`src/rtl/femto_bus_pkg.sv`:
```
// femto_bus_pkg: shared constants for the FemtoRV32 two-master bus arbiter.
//   ST_IDLE / ST_BUSY : arbiter FSM encodings
//   M0 / M1           : master ids (owner, last_grant)
//   FEMTO_WMASK_W     : byte write-mask width
package femto_bus_pkg;

  localparam logic [0:0] ST_IDLE = 1'b0;
  localparam logic [0:0] ST_BUSY = 1'b1;

  localparam logic M0 = 1'b0;
  localparam logic M1 = 1'b1;

  localparam int FEMTO_WMASK_W = 4;

endpackage

```
`src/rtl/femto_bus_req_latch.sv`:
```
// femto_bus_req_latch: holds one deferred request for a single master.
//   clk, reset      : clock, synchronous active-low reset
//   le              : capture cap_* and set pend
//   clr             : pending request has been issued, drop pend
//   cap_addr/wdata/wmask/read : live request fields from the master
//   addr/wdata/wmask/is_read  : captured request fields
//   pend            : a captured request is waiting for the slave
module femto_bus_req_latch
  import femto_bus_pkg::*;
#(
  parameter int ADDR_WIDTH = 32
) (
  input  logic                     clk,
  input  logic                     reset,
  input  logic                     le,
  input  logic                     clr,
  input  logic [ADDR_WIDTH-1:0]    cap_addr,
  input  logic [31:0]              cap_wdata,
  input  logic [FEMTO_WMASK_W-1:0] cap_wmask,
  input  logic                     cap_read,
  output logic [ADDR_WIDTH-1:0]    addr,
  output logic [31:0]              wdata,
  output logic [FEMTO_WMASK_W-1:0] wmask,
  output logic                     is_read,
  output logic                     pend
);

  always_ff @(posedge clk) begin
    if (!reset) begin
      addr    <= '0;
      wdata   <= '0;
      wmask   <= '0;
      is_read <= 1'b0;
      pend    <= 1'b0;
    end else begin
      if (le) begin
        addr    <= cap_addr;
        wdata   <= cap_wdata;
        wmask   <= cap_wmask;
        is_read <= cap_read;
        pend    <= 1'b1;
      end else if (clr) begin
        pend    <= 1'b0;
      end
    end
  end

endmodule

```
`src/rtl/femto_bus_arbiter.sv`:
```
// femto_bus_arbiter: shares one FemtoRV32 slave between M0 (core) and M1
// (DMA/debug). Uncontended requests pass straight through in the strobe
// cycle; a request that loses arbitration or arrives while the slave is
// busy is latched and replayed, with the master held busy meanwhile.
//   clk, reset                 : clock, synchronous active-low reset
//   mX_addr/wdata/wmask/rstrb  : master X request
//   mX_rdata/rbusy/wbusy       : master X response
//   s_addr/wdata/wmask/rstrb   : slave request
//   s_rdata/rbusy/wbusy        : slave response
//
// state   | meaning
// --------+-----------------------------------------------------------
// ST_IDLE | no slave access; arbitrate new + pending requests, issue
// ST_BUSY | owner's access in flight; wait for !s_rbusy & !s_wbusy
module femto_bus_arbiter
  import femto_bus_pkg::*;
#(
  parameter int ADDR_WIDTH = 32,
  parameter bit RR_MODE    = 1'b1
) (
  input  logic                     clk,
  input  logic                     reset,
  input  logic [ADDR_WIDTH-1:0]    m0_addr,
  input  logic [31:0]              m0_wdata,
  input  logic [FEMTO_WMASK_W-1:0] m0_wmask,
  input  logic                     m0_rstrb,
  output logic [31:0]              m0_rdata,
  output logic                     m0_rbusy,
  output logic                     m0_wbusy,
  input  logic [ADDR_WIDTH-1:0]    m1_addr,
  input  logic [31:0]              m1_wdata,
  input  logic [FEMTO_WMASK_W-1:0] m1_wmask,
  input  logic                     m1_rstrb,
  output logic [31:0]              m1_rdata,
  output logic                     m1_rbusy,
  output logic                     m1_wbusy,
  output logic [ADDR_WIDTH-1:0]    s_addr,
  output logic [31:0]              s_wdata,
  output logic [FEMTO_WMASK_W-1:0] s_wmask,
  output logic                     s_rstrb,
  input  logic [31:0]              s_rdata,
  input  logic                     s_rbusy,
  input  logic                     s_wbusy
);

  logic [0:0]              state;
  logic                    owner;
  logic                    last_grant;
  logic [ADDR_WIDTH-1:0]   own_addr;
  logic [31:0]             own_wdata;
  logic                    own_is_read;

  logic [ADDR_WIDTH-1:0]    p0_addr, p1_addr;
  logic [31:0]              p0_wdata, p1_wdata;
  logic [FEMTO_WMASK_W-1:0] p0_wmask, p1_wmask;
  logic                     p0_read, p1_read, pend0, pend1;

  logic busy0, busy1, req0, req1, cand0, cand1, tie, win1, grant, done;
  logic le0, le1, clr0, clr1;
  logic own0, own1;

  logic [ADDR_WIDTH-1:0]    sel_addr;
  logic [31:0]              sel_wdata;
  logic [FEMTO_WMASK_W-1:0] sel_wmask;
  logic                     sel_read;

  // A strobe from a master that is still busy is dropped, which keeps
  // each master to a single outstanding request.
  assign busy0 = m0_rbusy | m0_wbusy;
  assign busy1 = m1_rbusy | m1_wbusy;
  assign req0  = (m0_rstrb | (|m0_wmask)) & ~busy0;
  assign req1  = (m1_rstrb | (|m1_wmask)) & ~busy1;

  // A master is either pending or presenting a new request, never both.
  assign cand0 = req0 | pend0;
  assign cand1 = req1 | pend1;
  assign tie   = cand0 & cand1;
  assign win1  = tie ? (RR_MODE ? (last_grant == M0) : 1'b0) : cand1;
  assign grant = (state == ST_IDLE) & (cand0 | cand1);
  assign done  = (state == ST_BUSY) & ~s_rbusy & ~s_wbusy;

  assign le0  = req0 & ((state == ST_BUSY) | (grant & win1));
  assign le1  = req1 & ((state == ST_BUSY) | (grant & ~win1));
  assign clr0 = grant & ~win1 & pend0;
  assign clr1 = grant & win1 & pend1;

  femto_bus_req_latch #(.ADDR_WIDTH(ADDR_WIDTH)) u_latch0 (
    .clk(clk), .reset(reset), .le(le0), .clr(clr0),
    .cap_addr(m0_addr), .cap_wdata(m0_wdata), .cap_wmask(m0_wmask), .cap_read(m0_rstrb),
    .addr(p0_addr), .wdata(p0_wdata), .wmask(p0_wmask), .is_read(p0_read), .pend(pend0)
  );

  femto_bus_req_latch #(.ADDR_WIDTH(ADDR_WIDTH)) u_latch1 (
    .clk(clk), .reset(reset), .le(le1), .clr(clr1),
    .cap_addr(m1_addr), .cap_wdata(m1_wdata), .cap_wmask(m1_wmask), .cap_read(m1_rstrb),
    .addr(p1_addr), .wdata(p1_wdata), .wmask(p1_wmask), .is_read(p1_read), .pend(pend1)
  );

  always_comb begin
    sel_addr  = m0_addr;
    sel_wdata = m0_wdata;
    sel_wmask = m0_wmask;
    sel_read  = m0_rstrb;
    if (win1) begin
      if (pend1) begin
        sel_addr = p1_addr; sel_wdata = p1_wdata; sel_wmask = p1_wmask; sel_read = p1_read;
      end else begin
        sel_addr = m1_addr; sel_wdata = m1_wdata; sel_wmask = m1_wmask; sel_read = m1_rstrb;
      end
    end else if (pend0) begin
      sel_addr = p0_addr; sel_wdata = p0_wdata; sel_wmask = p0_wmask; sel_read = p0_read;
    end
  end

  always_ff @(posedge clk) begin
    if (!reset) begin
      state       <= ST_IDLE;
      owner       <= M0;
      last_grant  <= M1;
      own_addr    <= '0;
      own_wdata   <= '0;
      own_is_read <= 1'b0;
    end else begin
      case (state)
        ST_IDLE: begin
          if (grant) begin
            state       <= ST_BUSY;
            owner       <= win1;
            own_addr    <= sel_addr;
            own_wdata   <= sel_wdata;
            own_is_read <= sel_read;
            // Round-robin memory only moves on real contention.
            if (tie) last_grant <= win1;
          end
        end
        default: begin
          if (done) state <= ST_IDLE;
        end
      endcase
    end
  end

  always_comb begin
    s_addr  = '0;
    s_wdata = '0;
    s_wmask = '0;
    s_rstrb = 1'b0;
    if (reset) begin
      if (state == ST_BUSY) begin
        s_addr  = own_addr;
        s_wdata = own_wdata;
      end else if (grant) begin
        s_addr  = sel_addr;
        s_wdata = sel_wdata;
        s_wmask = sel_wmask;
        s_rstrb = sel_read;
      end
    end
  end

  assign own0 = (state == ST_BUSY) & (owner == M0);
  assign own1 = (state == ST_BUSY) & (owner == M1);

  // Pending requests report busy unconditionally; the owner sees the
  // slave's own busy so an uncontended access behaves like a direct wire.
  assign m0_rbusy = reset & (pend0 ? p0_read  : (own0 & own_is_read  & s_rbusy));
  assign m0_wbusy = reset & (pend0 ? ~p0_read : (own0 & ~own_is_read & s_wbusy));
  assign m1_rbusy = reset & (pend1 ? p1_read  : (own1 & own_is_read  & s_rbusy));
  assign m1_wbusy = reset & (pend1 ? ~p1_read : (own1 & ~own_is_read & s_wbusy));

  assign m0_rdata = s_rdata;
  assign m1_rdata = s_rdata;

  a_m0_rw_excl: assert property (@(posedge clk) disable iff (!reset)
    !(m0_rstrb && (|m0_wmask)));
  a_m1_rw_excl: assert property (@(posedge clk) disable iff (!reset)
    !(m1_rstrb && (|m1_wmask)));
  a_m0_no_req_busy: assert property (@(posedge clk) disable iff (!reset)
    !((m0_rstrb || (|m0_wmask)) && busy0));
  a_m1_no_req_busy: assert property (@(posedge clk) disable iff (!reset)
    !((m1_rstrb || (|m1_wmask)) && busy1));

endmodule

```
`config.mk`:
```
export PLATFORM = sky130hd
export DESIGN_NAME = femto_bus_arbiter
export DESIGN_NICKNAME = d
export VERILOG_FILES = /design/src/rtl/femto_bus_pkg.sv /design/src/rtl/femto_bus_req_latch.sv /design/src/rtl/femto_bus_arbiter.sv
export SDC_FILE = /design/constraint.sdc
export NUM_CORES = 1
export LEC_CHECK = 0
export ABC_AREA = 1
export BUFFER_PORTS_ARGS = -buffer_cell sky130_fd_sc_hd__buf_4
export CAP_MARGIN = 20
export CELL_PAD_IN_SITES_DETAIL_PLACEMENT = 0
export CELL_PAD_IN_SITES_GLOBAL_PLACEMENT = 1
export CORE_MARGIN = 2
export CORE_UTILIZATION = 32
export DETAILED_ROUTE_END_ITERATION = 10
export GPL_TIMING_DRIVEN = 0
export HOLD_SLACK_MARGIN = 0.1
export PLACE_DENSITY_LB_ADDON = 0.05
export SYNTH_ARGS = -nofsm -noshare
export SYNTH_HDL_FRONTEND = slang
export SYNTH_SLANG_ARGS = --single-unit
```
`constraint.sdc`:
```
create_clock -name clk -period 1.8 [get_ports clk]
set_input_delay 0.09 -clock clk [delete_from_list [all_inputs] [get_ports clk]]
set_output_delay 0.09 -clock clk [all_outputs]
set_load 0.02 [all_outputs]
```
==> results.md <==
* First-pass GRT wire length at ~70000 µm
* Core Rows at between 60 and 70
* Setup Total Neg Slack at -164.94 ns
* Area after DPL at roughly 0.015 mm²
* DP Worst Slack at -0.8467 ns
* Largest net degree at the start of global routing at 13
* Layout Utilization at 0.6073
* Post-synth EDFFs at 0
* Net count reported at finish at approximately 2600
* Setup-failing EPs final at 277
* H-Tree Depth at 1
* Pwr dens at between 1000 and 1500 mW/mm²
* Cells after Synth at around 1800
* Worst Setup End Kind: output pin
* Top FF cell, synth: dfxtp_1
* Port buffer count at about 280
* GRT Util Overall at 0.2442
* Peak supply drop at ~0.92 mV
* Initial Util at 0.3254
* Post-Synth Adder-Cell Area at 0
* Hold Vio Cnt, Final at 0
* TritonCTS buffer count at 27
* Compound-Gate Fraction of Synth Area at 0.1567
* CTS Sinks at between 200 and 250
* Hpwl dp at roughly 31000 µm
* Gr ovfl total at 0
* Status: finished, violations left
* Fmax at 361.7 MHz
* Post-route setup slack at -0.9649 ns
* DRT antenna net count at 0
* Deepest clock path buffer count at 3
* Yosys warnings at 0
* TritonRoute pass-1 iters at 5
* Vias in the first global route at about 13000
* RD Place Congestion at 0.8278
* Crit path time final at 2.765 ns
* Period utilization at 1.536
* Clk_lat worst skew at around 0.54 ns
* # DRC at 0
* Non-Filler Instances at about 3000
* Simple-gate portion of the synthesized area at 0.3450
* Min-Delay Path Class: input pin to flop
* Fin area at 0.02103 mm²
* Vert. Die Dim at roughly 190 µm
* Die area at about 0.037 mm²
* Startpoint types: flop
* Slew @ Worst Pin at just under 0.8 ns
* Antenna cells at 0
* RSZ-0062 raised after global routing: yes
* CP Data Arrival Time at between 2 and 3 ns
* CTS tree: built
* Combinational family with the most area after synthesis: simple AND/OR/NAND/NOR gates
* Synth Register Bits at roughly 210
* Ys async rst share at 0
* Design Power at between 20 and 30 mW
* WHS at around 0.16 ns
* Synth Net Count at about 2000
* Initial antenna violation count at 1
* Layout cells sized above 1 at 0.3915
* Largest fanout on the critical path at 5
* Max Cap Viol at 0
* Multiplexer share of the synthesized area at 0
* Via-to-Cell Ratio at approximately 4.8
* Mapped Avg Cell Area at ~6.1 µm²
* Total core area at approximately 0.035 mm²
* Die Width at ~190 µm
* Placed cells at between 2000 and 3000
* Via count at around 14000
* Flop2flop setup slack at -0.90 ns
* Worst EP required at 1.71 ns
* Max-slew headroom at 0.4733
* Failing checks: negative setup slack
* Layout area overhead at 86.62%
* Drt initial violations at just under 800
* Crit path kind: flop to output pin
* Clock Skews at about 0.015 ns
* Ports at a little over 300
* XOR/XNOR share of the synthesized area at 0
* Routed len/inst at ~17 µm
* Sequential area share after synthesis at 0.3695
* Lkg Pwr at roughly 9.5 nW
* Clock transition at the registers of the reported paths at about 0.060 ns
* Clk root buf: clkbuf_16
* Slew Limit Fails at 0
* Netlist cell types at 24
* Final wirelength at 48510 µm
* Mapped Area at 0.01127 mm²
-- registers in the layout, indices dropped and copies added (netlist names), 4 cells and up --
name and flops:
u_latch1.wmask 4, own_wdata 32, u_latch0.wdata 32, u_latch0.wmask 4
own_addr 32, u_latch1.addr 32, u_latch1.wdata 32, u_latch0.addr 32
-- layout by cell type, fill, tap and decap left out, types with 36 or more instances in the layout --
master | synthesis | routed
buf_6 | 13 | 108
a21oi_1 | 199 | 130
buf_4 | 73 | 366
dlygate4sd3_1 | 0 | 140
clkbuf_1 | 66 | 49
nand3_1 | 74 | 68
o21ai_1 | 62 | 41
o21ai_2 | 0 | 48
dfxtp_1 | 208 | 202
clkbuf_16 | 0 | 43
inv_1 | 76 | 73
nor2_4 | 2 | 63
nor2_1 | 352 | 268
a21oi_4 | 0 | 67
nand2_1 | 557 | 471
o21ai_0 | 79 | 36
nand2_2 | 4 | 72
-- final cells by class --
class / instances / area, µm²
timing repair buffer: 595 / 5894
clock buffer: 44 / 809.5
sequential: 208 / 4179
tap: 455 / 569.3
multi-input combinational: 1346 / 7709
fill: 3161 / 13600
inverter: 85 / 361.6
clock inverter: 2 / 12.51
buffer: 185 / 1496
-- worst max-delay path: stages (launching register included) --
cell and delay [ns]:
dfxtp_4 0.38, nand2_4 0.06, inv_2 0.04, nand2_2 0.06, nand2_2 0.06, nand2_2 0.08
nand2_2 0.08, nor2_4 0.17, inv_2 0.07, nand2_4 0.10, nand2_8 0.08, buf_12 0.14
buf_8 0.13, clkbuf_16 0.17, o21ai_4 0.13, nand2_2 0.10, a21oi_4 0.14, buf_6 0.14
-- cell families (layout without fill, tap and decap cells) --
group / count (synthesis) / count (layout)
and+or+nand+nor: 997 / 998
AOI/OAI and AO/OA: 348 / 348
buffers and inverters: 281 / 911
DFF: 208 / 208
-- Yosys cell counts, types with 4 or more instances --
cell type,number,area share
o21ai_0,79,0.035
nand2_1,557,0.19
dfxtp_1,208,0.37
o21ai_1,62,0.028
buf_4,73,0.049
inv_1,76,0.025
nor2_1,352,0.12
a22oi_1,4,0.0027
nand2_2,4,0.0022
inv_2,7,0.0023
a21oi_1,199,0.088
buf_2,21,0.0093
buf_6,13,0.013
clkbuf_1,66,0.022
buf_1,23,0.0077
nand3_1,74,0.033
-- power by group --
| group | internal [mW] | leakage, nW | switching [mW] |
|---|---|---|---|
| combinational | 8.37 | 7.41 | 9.01 |
| sequential | 5.94 | 1.73 | 0.862 |
| clock | 3.03 | 0.399 | 2.14 |
-- metal layers --
metal / up-vias / wire length (µm) / GRT usage
li1: 6955 / - / -
met1: 6524 / 22170 / 0.3357
met2: 347 / 23010 / 0.4086
met3: 69 / 2193 / 0.02485
met4: 2 / 1126 / 0.06095
met5: - / 15 / 0
-- final timing paths --
path               startpoint                 to  cells after the start
setup reg to reg        state       own_wdata[3]                     22
setup / recovery        state        s_wdata[30]                     17
hold / removal          reset  u_latch0.addr[20]                      4
hold reg to reg   own_addr[5]        own_addr[5]                      2
-- repair_timing --
item | 4_1_cts | 5_1_grt
buffers inserted | 116 | 58
gates resized for setup | 282 | 409
hold buffers | 140 | 0
gates cloned | 10 | 15
hold endpoints to repair | 162 | 0
pin swaps | 73 | 126
endpoints found under the setup margin | 278 | 278
Note: power is estimated with default switching activity, not from simulation.
